--- src/rtl/k16_cpu.sv ---
// k16_cpu: multi-cycle 16-bit word-addressed CPU with a single shared
// synchronous memory port (read data valid one cycle after the address).
//
// Ports:
//   clk      - system clock, rising edge
//   reset    - synchronous, active-high; aborts the current instruction
//   hold     - sticky halt flag, set by a taken jump/branch to itself
//   busy     - high in every state except FETCH
//   address  - memory address, combinational from the current state
//   data_in  - memory read data for the address of the previous cycle
//   data_out - store data, 0 whenever write is low
//   write    - one-cycle write strobe, captured by memory on the same edge
//
// Registers r0..r6 live in gpr_r; r6 doubles as the stack pointer and r7
// is the PC (pc_r). The PC is incremented in FETCH, so any read of r7 during
// EXEC sees the address of the instruction plus one.
module k16_cpu #(
    parameter logic [15:0] RESET_PC = 16'h0000
) (
    input  logic        clk,
    input  logic        reset,
    output logic        hold,
    output logic        busy,
    output logic [15:0] address,
    input  logic [15:0] data_in,
    output logic [15:0] data_out,
    output logic        write
);

    typedef enum logic [1:0] {
        ST_FETCH = 2'd0,
        ST_EXEC  = 2'd1,
        ST_WB    = 2'd2
    } state_t;

    localparam logic [2:0] OP_ALU   = 3'b000;
    localparam logic [2:0] OP_STACK = 3'b001;
    localparam logic [2:0] OP_BR    = 3'b010;
    localparam logic [2:0] OP_LDI   = 3'b011;
    localparam logic [2:0] OP_JMP   = 3'b100;
    localparam logic [2:0] OP_CALL  = 3'b101;
    localparam logic [2:0] OP_LD    = 3'b110;
    localparam logic [2:0] OP_ST    = 3'b111;

    // ALU: returns {valid, carry, result}; valid=0 means fn leaves rd alone.
    function automatic logic [17:0] alu_f(input logic [3:0]  fn,
                                          input logic [15:0] a,
                                          input logic [15:0] b);
        logic [16:0] sum;
        logic [17:0] r;
        r   = {1'b1, 1'b0, 16'h0000};
        sum = 17'h00000;
        case (fn)
            4'h0: begin
                sum = {1'b0, a} + {1'b0, b};
                r   = {1'b1, sum[16], sum[15:0]};
            end
            4'h1:    r = {1'b1, (a < b), a - b};
            4'h2:    r = {1'b1, 1'b0, a & b};
            4'h3:    r = {1'b1, 1'b0, a | b};
            4'h4:    r = {1'b1, 1'b0, a ^ b};
            4'h5:    r = {1'b1, 1'b0, ~a};
            4'h6:    r = {1'b1, a[15], a[14:0], 1'b0};
            4'h7:    r = {1'b1, a[0], 1'b0, a[15:1]};
            4'h8:    r = {1'b1, 1'b0, a};
            default: r = {1'b0, 1'b0, 16'h0000};
        endcase
        return r;
    endfunction

    // Architectural and control state
    state_t      state_r;
    state_t      state_s;
    logic [15:0] pc_r;
    logic [15:0] gpr_r [0:6];
    logic        flag_z_r;
    logic        flag_n_r;
    logic        flag_c_r;
    logic        hold_r;
    logic [15:0] ea_r;
    logic [2:0]  wb_rd_r;

    // Decode fields (meaningful only in EXEC, where data_in is the instruction)
    logic [2:0]  op_s;
    logic [2:0]  rd_idx_s;
    logic [2:0]  ra_idx_s;
    logic [2:0]  rb_idx_s;
    logic [3:0]  fn_s;
    logic [15:0] off10_s;
    logic [15:0] off7_s;
    logic [15:0] rd_val_s;
    logic [15:0] ra_val_s;
    logic [15:0] rb_val_s;
    logic [15:0] sp_s;
    logic [17:0] alu_s;
    logic [15:0] rel_target_s;
    logic [15:0] ea_calc_s;
    logic        cond_s;

    // Next-state / datapath control
    logic [15:0] addr_s;
    logic        write_s;
    logic [15:0] dout_s;
    logic        wr_en_s;
    logic [2:0]  wr_idx_s;
    logic [15:0] wr_data_s;
    logic        sp_we_s;
    logic [15:0] sp_data_s;
    logic        jmp_we_s;
    logic        flags_we_s;
    logic        flag_z_s;
    logic        flag_n_s;
    logic        flag_c_s;
    logic        hold_set_s;
    logic [15:0] ea_s;
    logic [2:0]  wb_rd_s;

    assign op_s         = data_in[15:13];
    assign rd_idx_s     = data_in[12:10];
    assign ra_idx_s     = data_in[9:7];
    assign rb_idx_s     = data_in[6:4];
    assign fn_s         = data_in[3:0];
    assign off10_s      = {{6{data_in[9]}}, data_in[9:0]};
    assign off7_s       = {{9{data_in[6]}}, data_in[6:0]};
    assign sp_s         = gpr_r[6];
    assign rel_target_s = pc_r + off10_s;
    assign ea_calc_s    = ra_val_s + off7_s;
    assign alu_s        = alu_f(fn_s, ra_val_s, rb_val_s);

    // Register-file read ports; index 7 reads the PC
    always_comb begin
        rd_val_s = 16'h0000;
        ra_val_s = 16'h0000;
        rb_val_s = 16'h0000;
        if (rd_idx_s == 3'd7) rd_val_s = pc_r;
        else                  rd_val_s = gpr_r[rd_idx_s];
        if (ra_idx_s == 3'd7) ra_val_s = pc_r;
        else                  ra_val_s = gpr_r[ra_idx_s];
        if (rb_idx_s == 3'd7) rb_val_s = pc_r;
        else                  rb_val_s = gpr_r[rb_idx_s];
    end

    // Branch condition evaluation from the current flags
    always_comb begin
        cond_s = 1'b0;
        case (data_in[12:10])
            3'd0:    cond_s = 1'b1;
            3'd1:    cond_s = flag_z_r;
            3'd2:    cond_s = ~flag_z_r;
            3'd3:    cond_s = flag_c_r;
            3'd4:    cond_s = ~flag_c_r;
            3'd5:    cond_s = flag_n_r;
            3'd6:    cond_s = ~flag_n_r;
            default: cond_s = 1'b0;
        endcase
    end

    // Next-state, memory-port and register-update decode
    always_comb begin
        state_s    = state_r;
        addr_s     = pc_r;
        write_s    = 1'b0;
        dout_s     = 16'h0000;
        wr_en_s    = 1'b0;
        wr_idx_s   = rd_idx_s;
        wr_data_s  = 16'h0000;
        sp_we_s    = 1'b0;
        sp_data_s  = sp_s;
        jmp_we_s   = 1'b0;
        flags_we_s = 1'b0;
        flag_z_s   = flag_z_r;
        flag_n_s   = flag_n_r;
        flag_c_s   = flag_c_r;
        hold_set_s = 1'b0;
        ea_s       = ea_r;
        wb_rd_s    = wb_rd_r;
        case (state_r)
            ST_FETCH: begin
                addr_s  = pc_r;
                state_s = ST_EXEC;
            end
            ST_EXEC: begin
                // Non-memory instructions keep showing their own address
                addr_s  = pc_r - 16'd1;
                state_s = ST_FETCH;
                case (op_s)
                    OP_ALU: begin
                        if (alu_s[17]) begin
                            wr_en_s    = 1'b1;
                            wr_data_s  = alu_s[15:0];
                            flags_we_s = 1'b1;
                            flag_z_s   = (alu_s[15:0] == 16'h0000);
                            flag_n_s   = alu_s[15];
                            flag_c_s   = alu_s[16];
                        end else begin
                            wr_en_s = 1'b0;
                        end
                    end
                    OP_STACK: begin
                        if (fn_s == 4'hC) begin
                            addr_s    = sp_s;
                            write_s   = 1'b1;
                            dout_s    = rd_val_s;
                            sp_we_s   = 1'b1;
                            sp_data_s = sp_s - 16'd1;
                        end else if (fn_s == 4'hD) begin
                            addr_s    = sp_s + 16'd1;
                            ea_s      = sp_s + 16'd1;
                            sp_we_s   = 1'b1;
                            sp_data_s = sp_s + 16'd1;
                            wb_rd_s   = rd_idx_s;
                            state_s   = ST_WB;
                        end else begin
                            sp_we_s = 1'b0;
                        end
                    end
                    OP_BR: begin
                        if (cond_s) begin
                            jmp_we_s   = 1'b1;
                            hold_set_s = (rel_target_s == pc_r - 16'd1);
                        end else begin
                            jmp_we_s = 1'b0;
                        end
                    end
                    OP_LDI: begin
                        wr_en_s = 1'b1;
                        if (data_in[9]) wr_data_s = {8'h00, data_in[7:0]};
                        else            wr_data_s = {data_in[7:0], rd_val_s[7:0]};
                    end
                    OP_JMP: begin
                        jmp_we_s   = 1'b1;
                        hold_set_s = (rel_target_s == pc_r - 16'd1);
                    end
                    OP_CALL: begin
                        addr_s    = sp_s;
                        write_s   = 1'b1;
                        dout_s    = pc_r;
                        sp_we_s   = 1'b1;
                        sp_data_s = sp_s - 16'd1;
                        jmp_we_s  = 1'b1;
                    end
                    OP_LD: begin
                        addr_s  = ea_calc_s;
                        ea_s    = ea_calc_s;
                        wb_rd_s = rd_idx_s;
                        state_s = ST_WB;
                    end
                    OP_ST: begin
                        addr_s  = ea_calc_s;
                        write_s = 1'b1;
                        dout_s  = rd_val_s;
                    end
                    default: state_s = ST_FETCH;
                endcase
            end
            ST_WB: begin
                addr_s    = ea_r;
                wr_en_s   = 1'b1;
                wr_idx_s  = wb_rd_r;
                wr_data_s = data_in;
                state_s   = ST_FETCH;
            end
            default: state_s = ST_FETCH;
        endcase
    end

    // State, PC, register file, flags and halt flag update
    always_ff @(posedge clk) begin
        if (reset) begin
            state_r  <= ST_FETCH;
            pc_r     <= RESET_PC;
            for (int i = 0; i < 7; i++) gpr_r[i] <= 16'h0000;
            flag_z_r <= 1'b0;
            flag_n_r <= 1'b0;
            flag_c_r <= 1'b0;
            hold_r   <= 1'b0;
            ea_r     <= 16'h0000;
            wb_rd_r  <= 3'd0;
        end else begin
            state_r <= state_s;
            ea_r    <= ea_s;
            wb_rd_r <= wb_rd_s;
            if (state_r == ST_FETCH) begin
                pc_r <= pc_r + 16'd1;
            end else if (jmp_we_s) begin
                pc_r <= rel_target_s;
            end else if (wr_en_s && (wr_idx_s == 3'd7)) begin
                pc_r <= wr_data_s;
            end
            if (sp_we_s) begin
                gpr_r[6] <= sp_data_s;
            end
            if (wr_en_s && (wr_idx_s != 3'd7)) begin
                gpr_r[wr_idx_s] <= wr_data_s;
            end
            if (flags_we_s) begin
                flag_z_r <= flag_z_s;
                flag_n_r <= flag_n_s;
                flag_c_r <= flag_c_s;
            end
            if (hold_set_s) begin
                hold_r <= 1'b1;
            end
        end
    end

    // Reset wins over any in-flight store: no strobe on a reset edge
    assign write    = write_s & ~reset;
    assign data_out = write ? dout_s : 16'h0000;
    assign address  = addr_s;
    assign busy     = (state_r != ST_FETCH);
    assign hold     = hold_r;

endmodule

--- config.mk ---
export PLATFORM = sky130hd
export DESIGN_NAME = k16_cpu
export DESIGN_NICKNAME = d
export VERILOG_FILES = /design/src/rtl/k16_cpu.sv
export SDC_FILE = /design/constraint.sdc
export NUM_CORES = 1
export LEC_CHECK = 0
export CAP_MARGIN = 20
export CORE_ASPECT_RATIO = 1.1
export CORE_MARGIN = 10
export CORE_UTILIZATION = 50
export CTS_CLUSTER_DIAMETER = 60
export DETAILED_ROUTE_END_ITERATION = 8
export DONT_BUFFER_PORTS = 1
export PLACE_DENSITY_LB_ADDON = 0.25
export SYNTH_ARGS = -nofsm -noshare
export SYNTH_HDL_FRONTEND = slang
export SYNTH_SLANG_ARGS = --single-unit
--- constraint.sdc ---
create_clock -name clk -period 18 [get_ports clk]
set_input_delay 4.5 -clock clk [delete_from_list [all_inputs] [get_ports clk]]
set_output_delay 4.5 -clock clk [all_outputs]
set_load 0.02 [all_outputs]
---- After elaboration in Yosys (flattened, before gate mapping) ----
Memory sizes are Yosys's and may differ from the RTL's.
Cells that the tools add are included.
cells by class
  equal/unequal tests ..................... 33
  order comparisons ....................... 1
  reductions and logical operators ........ 16
  add/subtract/negate cells ............... 8
  bitwise operators ....................... 10
  muxes and demuxes ....................... 65
operator list
  kind                                                                   count
  16-bit 2-to-1 mux                                                      20
  18-bit one-hot mux with 9 select lines                                 1
  16-bit one-hot mux with 2 select lines                                 5
  16-bit one-hot mux with 3 select lines                                 2
  3-bit equality test, second input constant                             11
  16-bit by 1-bit adder with 16-bit output, second input constant        2
  16-bit adder                                                           2
  16-bit by 1-bit subtractor with 16-bit output, second input constant   2
  1-bit 2-to-1 mux                                                       21
  16-bit by 16-bit adder with 17-bit output                              1
  16-bit bitwise AND                                                     1
  16-bit equality test                                                   1
  4-bit by 3-bit equality test with 1-bit output, second input constant  4
  16-bit zero test                                                       1
  16-bit less-than comparator                                            1
  16-bit NOT                                                             1
  16-bit bitwise OR                                                      1
  16-bit OR reduction                                                    1
  16-bit subtractor                                                      1
  16-bit XOR                                                             1
  3-bit by 2-bit equality test with 1-bit output, second input constant  4
  4-bit equality test, second input constant                             3
  3-bit 2-to-1 mux                                                       4
  1-bit one-hot mux with 2 select lines                                  6
  other kinds (22)                                                       36
storage, ports and cells
  memories kept ........................... 1
  flip-flop bits (word level) ............. 41
  word-level logic and storage cells ...... 142
  bits in writable memories ............... 112
memories
  name   words  bits a word  read ports  clocked after memory_dff  wr ports  RTL line  text
  gpr_r  7      16           4           0                         7         75        logic [15:0] gpr_r [0:6];

---- Longest topological paths before layout ----
Gate-level depths: netlist of run 1.
  depth after elaboration ................. 13
  depth in mapped cells ................... 19

---- Worst setup path before layout of run 1 ----
No wires, ideal clock.
  path kind ............................... input -> output
  start point ............................. in data_in[8]
  end point ............................... out address[14]
  arrival ................................. 8395 ps
  required time ........................... 13500 ps
  slack ................................... 5105 ps
  stages on the path ...................... 17
  cells stage by stage .................... buf_6 buf_12 buf_6 mux4_2 mux2i_1 inv_2 ha_1 fa_1 a21o_1 a21oi_1 o21bai_1 a21oi_1 o2111ai_1 a21oi_1 mux2i_1 a2111oi_0 a311oi_1
on the way
  longest elaborated chain between the ends .. 5
RTL lines
  element                                                   RTL line  text
  start: declaration                                        25        input logic [15:0] data_in,
  memory 7 x 16 bit or 3-bit equality test (tied branches)  n/a
  16-bit 2-to-1 mux *                                       137       if (ra_idx_s == 3'd7) ra_val_s = pc_r;
  16-bit adder *                                            127       assign ea_calc_s = ra_val_s + off7_s;
  16-bit one-hot mux with 3 select lines *                  186       case (op_s)
  16-bit one-hot mux with 2 select lines *                  177       case (state_r)
  end: declaration                                          24        output logic [15:0] address,
Every way passes the cells marked *; elsewhere a longest branch is shown, timed or not.

---- Final worst setup path of run 1 ----
Ends and elaborated chain as after synthesis.

==> flow_metrics.env, run 1 <==
export IMPL_max_cap_viol_count=0
export IMPL_ir_drop_mv=0.06522
export IMPL_cts_tree="built"
export IMPL_clockRootBuffer="clkbuf_16"
export IMPL_r2r_start="state_r[0]"
export IMPL_cts_buffers=17
export IMPL_grt_pass1_wl_mm=101.3
export IMPL_crit_path_end_kind="output port"
export IMPL_fin_util=0.5277
export IMPL_whs_ps=450.9
export IMPL_r2r_slack_ps=12090
export IMPL_cp_required_ps=13500
export IMPL_first_global_vias=15387
export IMPL_total_power_mw=1.253
export IMPL_cpPeakStageDelay_ps=720
export IMPL_cts_setup_buffers=0
export IMPL_cts_resized=0
export IMPL_routedWlPerCell_um=30.26
export IMPL_synth_cell_types=96
export IMPL_area_growth_pct=4.491
export IMPL_worstHoldStart="wb_rd_r[1]"
export IMPL_synth_ff_type="edfxtp_1"
export IMPL_power_density_nw_per_um2=71.75
export IMPL_gr_total_overflow=0
export IMPL_fin_skew_ps=13.49
export IMPL_rsz0062_at_grt="no"
export IMPL_hold_path_class="reg -> reg"
export IMPL_synth_area_per_cell_um2=8.534
export IMPL_clkTransAtPathRegs_ps=60
export IMPL_crit_fanout=31
export IMPL_synth_top_area_share=0.2012
export IMPL_numPortBuffers=0
export IMPL_routabilityCongestion=1.000
export IMPL_die_x_um=194.4
export IMPL_clk_latency_ps=450
export IMPL_dr_pass1_iters=6
export IMPL_synth_area_leaders="edfxtp_1, mux4_2, ha_1"
export IMPL_dp_hpwl_mm=50.00
export IMPL_hold_viol=0
export IMPL_r2r_end="gpr_r[2][13]"
export IMPL_yosysSeqAreaShare=0.2503
export IMPL_synth_edf_count=112
export IMPL_grt_usage=0.3228
export IMPL_io_pins=53
export IMPL_final_period_utilization=0.7451
export IMPL_rows=70
export IMPL_drt_iter0_markers=3013
export IMPL_drc=0
export IMPL_drt_wl_total_mm=69.63
export IMPL_cp_cell_sequence="mux4_2, mux2i_1, inv_2, ha_1, fa_1, a21o_1, a21oi_1, o21bai_1, a21oi_1, o2111ai_1, a21oi_1, mux2i_1, a2111oi_0, a311oi_1"
export IMPL_avgViaCountPerCell=7.311
export IMPL_worst_slew_pin_slew_ps=1217
export IMPL_crit_path_start_kind="input pin"
export IMPL_cp_arrival_ps=8910
export IMPL_layout_drive_gt1_share=0.1043
export IMPL_nets=1964
export IMPL_criticalPathCategory="in -> out"
export IMPL_clk_path_buf_depth=2
export IMPL_antenna_cells=0
export IMPL_via_count=16822
export IMPL_netlist_top_cell_by_area="edfxtp_1"
export IMPL_cts_sinks=153
export IMPL_ys_warn_count=0
export IMPL_reg2reg_depth=10
export IMPL_die_area_um2=41160
export IMPL_status="complete, no violations"
export IMPL_syn_nets=2067
export IMPL_start_util=0.5050
export IMPL_die_h_um=211.8
export IMPL_grt_max_degree=52
export IMPL_nFillCells=3096
export IMPL_crit_path_frequent_cell="a21oi_1"
export IMPL_antenna_found_initial=1
export IMPL_core_um2=33110
export IMPL_synth_cells=1959
export IMPL_max_slew_margin=0.1888
export IMPL_synth_seq_cells=153
export IMPL_max_freq_mhz=74.56
export IMPL_ant_nets=0
export IMPL_fin_setup_tns_ps=0
export IMPL_critPathSlowestCell="a311oi_1"
export IMPL_leakage_nw=6.572
export IMPL_postCtsHoldBufs=0
export IMPL_crit_start="data_in[8]"
export IMPL_cts_max_level=4
export IMPL_setup_viol=0
export IMPL_endpoint="address[14]"
export IMPL_synth_async_reset_ratio=0
export IMPL_slew_violations=0
export IMPL_period_needed_ps=13410
export IMPL_netlist_area_um2=16720
-- cell families after synthesis --
logic type,count (synthesis),synth area share
adder cells (fa/ha/maj),90,0.06915
flip-flops,153,0.2503
multiplexers,163,0.1637
AO/OA/AOI/OAI,566,0.2280
AND/OR/NAND/NOR,646,0.1821
buffers and inverters,256,0.06234
XOR/XNOR,85,0.04453
-- layout make-up --
class	instances	area (um^2)	area share
clock buffers	22	485.5	0.02779
clock inverters	10	68.82	0.003939
inverters	88	330.3	0.01891
flip-flops and latches	153	4184	0.2395
repair buffers	46	341.6	0.01955
well taps	432	540.5	0.03094
multi-input cells	1550	11520	0.6594
-- through the flow --
step | setup slack [ps] | cells | cell area [um^2]
after floorplan | 5105 | 1959 | 16720
after global placement | 4864 | 2266 | 16900
after detailed placement | 4713 | 2267 | 16900
after CTS | 4698 | 2299 | 17450
after global routing | 4378 | 2301 | 17470
final | 4588 | 2301 | 17470
-- how the worst min path moves through the flow --
stage,to,slack [ps],cells after the start
after floorplan,ea_r[0],430,2
after global placement,ea_r[4],430,2
after detailed placement,ea_r[8],440,2
after CTS,ea_r[8],450,2
after global routing,ea_r[4],470,2
final,wb_rd_r[1],450,2
-- routing by layer --
metal,vias up,global-route usage,wire length [um]
li1,7171,-,-
met1,7981,0.4067,25290
met2,1396,0.4716,29120
met3,272,0.09555,10130
met4,2,0.2134,5078
met5,-,0,17
-- power by group --
group          leakage (nW)  internal, mW  switching (mW)
Sequential             1.49         0.391          0.0155
Combinational          4.81         0.177           0.316
Clock                 0.268         0.192           0.161
Total                  6.57         0.760           0.493
-- Yosys cell counts, types with 13 or more instances --
| master | n |
|---|---|
| nor2_1 | 215 |
| nand2_1 | 176 |
| a21oi_1 | 138 |
| clkbuf_1 | 132 |
| edfxtp_1 | 112 |
| o21ai_0 | 94 |
| ha_1 | 86 |
| inv_1 | 85 |
| mux4_2 | 71 |
| mux2i_1 | 62 |
| xnor2_1 | 49 |
| nor3_1 | 45 |
| nand3_1 | 44 |
| dfxtp_1 | 41 |
| xor2_1 | 36 |
| a31oi_1 | 28 |
| o211ai_1 | 27 |
| o22ai_1 | 27 |
| and3_1 | 23 |
| a22oi_1 | 22 |
| a21o_1 | 21 |
| a221oi_1 | 21 |
| nand2b_1 | 21 |
| o21a_1 | 21 |
| nor4_1 | 20 |
| buf_1 | 19 |
| nor2b_1 | 19 |
| a211oi_1 | 18 |
| mux2_2 | 15 |
| or3_1 | 14 |
| o31ai_1 | 13 |
-- placed cells by master (no fill, tap or decap), types with 11 or more instances in the layout --
cell         n
nor2_1     215
nand2_1    176
a21oi_1    138
edfxtp_1   112
o21ai_0     94
ha_1        86
inv_1       85
mux4_2      71
mux2i_1     62
xnor2_1     49
nor3_1      45
buf_4       45
nand3_1     44
dfxtp_1     41
xor2_1      36
a31oi_1     28
o22ai_1     27
o211ai_1    27
and3_1      23
a22oi_1     22
nand2b_1    21
a221oi_1    21
o21a_1      21
a21o_1      21
nor2b_1     19
nor4_1      19
clkbuf_16   18
a211oi_1    17
mux2_2      15
or3_1       14
o31ai_1     13
o21bai_1    12
or4_1       12
and2_1      11
a221o_1     11
-- flip-flops by register name, summed over array words and instances (netlist names) --
name      count
hold          1
ea_r         16
pc_r         16
flag_c_r      1
flag_n_r      1
state_r       2
flag_z_r      1
gpr_r       112
wb_rd_r       3
-- critical path, delay by kind of cell --
kind	cells	cell delay, ps
multiplexers	3	1370
buffers and inverters	1	140
AO/OA/AOI/OAI	8	2190
adder cells (fa/ha/maj)	2	700
Power figures use the tool's default switching activity.
==> run 2: changes to the inputs <==
==> constraint.sdc (replaced) <==
create_clock -name clk -period 10.8 [get_ports clk]
set_input_delay 2.7 -clock clk [delete_from_list [all_inputs] [get_ports clk]]
set_output_delay 2.7 -clock clk [all_outputs]
set_load 0.02 [all_outputs]
==> flow_metrics.env, run 2 (synthesis gave the netlist of run 1 again) <==
export IMPL_status="complete, no violations"
export IMPL_via_count=17071
export IMPL_worst_slew_pin_slew_ps=1193
export IMPL_max_cap_viol_count=0
export IMPL_clk_latency_ps=450
export IMPL_cts_setup_buffers=0
export IMPL_numPortBuffers=0
export IMPL_cts_max_level=4
export IMPL_hold_end="ea_r[4]"
export IMPL_drt_wl_total_mm=70.71
export IMPL_setup_viol=0
export IMPL_largest_reg_flops=112
export IMPL_r2r_slack_ps=4980
export IMPL_max_freq_mhz=105.6
export IMPL_clk_path_buf_depth=2
export IMPL_top_regs="gpr_r: 112 flops, ea_r: 16 flops, pc_r: 16 flops"
export IMPL_hold_viol=0
export IMPL_nFillCells=3153
export IMPL_period_needed_ps=9470
export IMPL_core_um2=33110
export IMPL_cts_sinks=153
export IMPL_ir_drop_mv=0.09727
export IMPL_hold_depth=2
export IMPL_max_slew_margin=0.1994
export IMPL_reg2reg_depth=12
export IMPL_regMostFlops="gpr_r"
export IMPL_grt_max_degree=52
export IMPL_cp_required_ps=8100
export IMPL_pre_cts_slack_ps=1518
export IMPL_most_common_layout_cells="nor2_1, nand2_1, a21oi_1"
export IMPL_crit_path_start_kind="input pin"
export IMPL_clockRootBuffer="clkbuf_16"
export IMPL_criticalPathCategory="in -> out"
export IMPL_first_global_vias=15757
export IMPL_cts_tree="built"
export IMPL_fin_setup_tns_ps=0
export IMPL_crit_fanout=31
export IMPL_grt_usage=0.3298
export IMPL_io_pins=53
export IMPL_power_density_nw_per_um2=121.7
export IMPL_routedWlPerCell_um=30.66
export IMPL_antenna_found_initial=1
export IMPL_leakage_nw=6.604
export IMPL_die_h_um=211.8
export IMPL_dp_hpwl_mm=50.73
export IMPL_r2r_end="gpr_r[4][11]"
export IMPL_routabilityCongestion=1.012
export IMPL_nets=1968
export IMPL_avgViaCountPerCell=7.403
export IMPL_ant_nets=0
export IMPL_hold_path_class="reg -> reg"
export IMPL_worst_slack_ps=1330
export IMPL_final_common_cell="nor2_1"
export IMPL_layout_drive_gt1_share=0.1062
export IMPL_cts_buffers=17
export IMPL_cts_resized=0
export IMPL_cp_arrival_ps=6770
export IMPL_drc=0
export IMPL_gr_total_overflow=0
export IMPL_die_area_um2=41160
export IMPL_postCtsHoldBufs=0
export IMPL_drt_iter0_markers=2695
export IMPL_slew_violations=0
export IMPL_grt_pass1_wl_mm=103.6
export IMPL_fin_skew_ps=13.91
export IMPL_dr_pass1_iters=7
export IMPL_start_util=0.5050
export IMPL_crit_path_end_kind="output port"
export IMPL_die_x_um=194.4
export IMPL_r2r_start="state_r[1]"
export IMPL_area_growth_pct=4.909
export IMPL_rsz0062_at_grt="no"
export IMPL_worstHoldStart="ea_r[4]"
export IMPL_final_period_utilization=0.8769
export IMPL_rows=70
export IMPL_clkTransAtPathRegs_ps=60
run 2: cell types whose count changed in the layout (fill, tap and decap cells not counted):
cell	delta
diode_2	+1
bufinv_16	+2
buf_1	-1
clkbuf_8	-1
clkinv_1	+1
clkinv_2	-4
buf_4	+5
inv_8	+1
inv_6	+1
clkinv_4	+1
clkbuf_16	-1
run 2: area by class of cell:
class | instances | area (um^2) | share of cell area
multi-input cells | 1550 | 11520 | 0.6567
flip-flops and latches | 153 | 4184 | 0.2386
well taps | 432 | 540.5 | 0.03082
clock buffers | 20 | 446.7 | 0.02547
repair buffers | 50 | 375.4 | 0.02140
inverters | 88 | 330.3 | 0.01883
clock inverters | 12 | 141.4 | 0.008061
diodes | 1 | 2.502 | 0.0001427
run 2: per-layer routing:
layer / GRT usage / vias up / wire, um
met1: 0.4025 / 8103 / 25360
met5: 0 / - / 0
met4: 0.2065 / 0 / 5438
met3: 0.1084 / 335 / 9912
met2: 0.4947 / 1451 / 30000
li1: - / 7182 / -
run 2: power breakdown:
group,internal [mW],total (mW),switching [mW],leakage (nW)
clock,0.351,0.627,0.277,0.277
combinational,0.298,0.827,0.529,4.84
sequential,0.652,0.679,0.0267,1.49
run 2: worst max path at each step:
stage,start,to,slack (ps),cells past startpoint
finish,data_in[8],address[14],1330,12
global route,data_in[8],address[14],1200,12
CTS,data_in[8],address[14],1500,12
detailed placement,data_in[8],address[14],1520,12
global placement,data_in[8],address[14],1570,12
floorplan,data_in[8],address[14],1510,17
run 2: worst max-delay path: stages:
cell and delay (ps):
mux4_1 530, mux2i_1 650, inv_1 270, ha_1 270, or3_1 360, o21bai_1 190, a21oi_1 290, o2111ai_1 210
a21oi_1 220, mux2i_1 260, a2111oi_0 90, a311oi_1 680
run 2: through the flow:
stage               utilization  cells  cell area, um^2  power [mW]  hold WS [ps]
finish                   0.5298   2306            17540       2.134         449.9
global placement         0.5117   2272            16940       1.469         439.9
detailed placement       0.5117   2272            16940       1.476         443.2
global route             0.5297   2305            17540       2.197         473.8
floorplan                     -   1959            16720       1.264         431.6
CTS                      0.5295   2304            17530       2.091         452.6
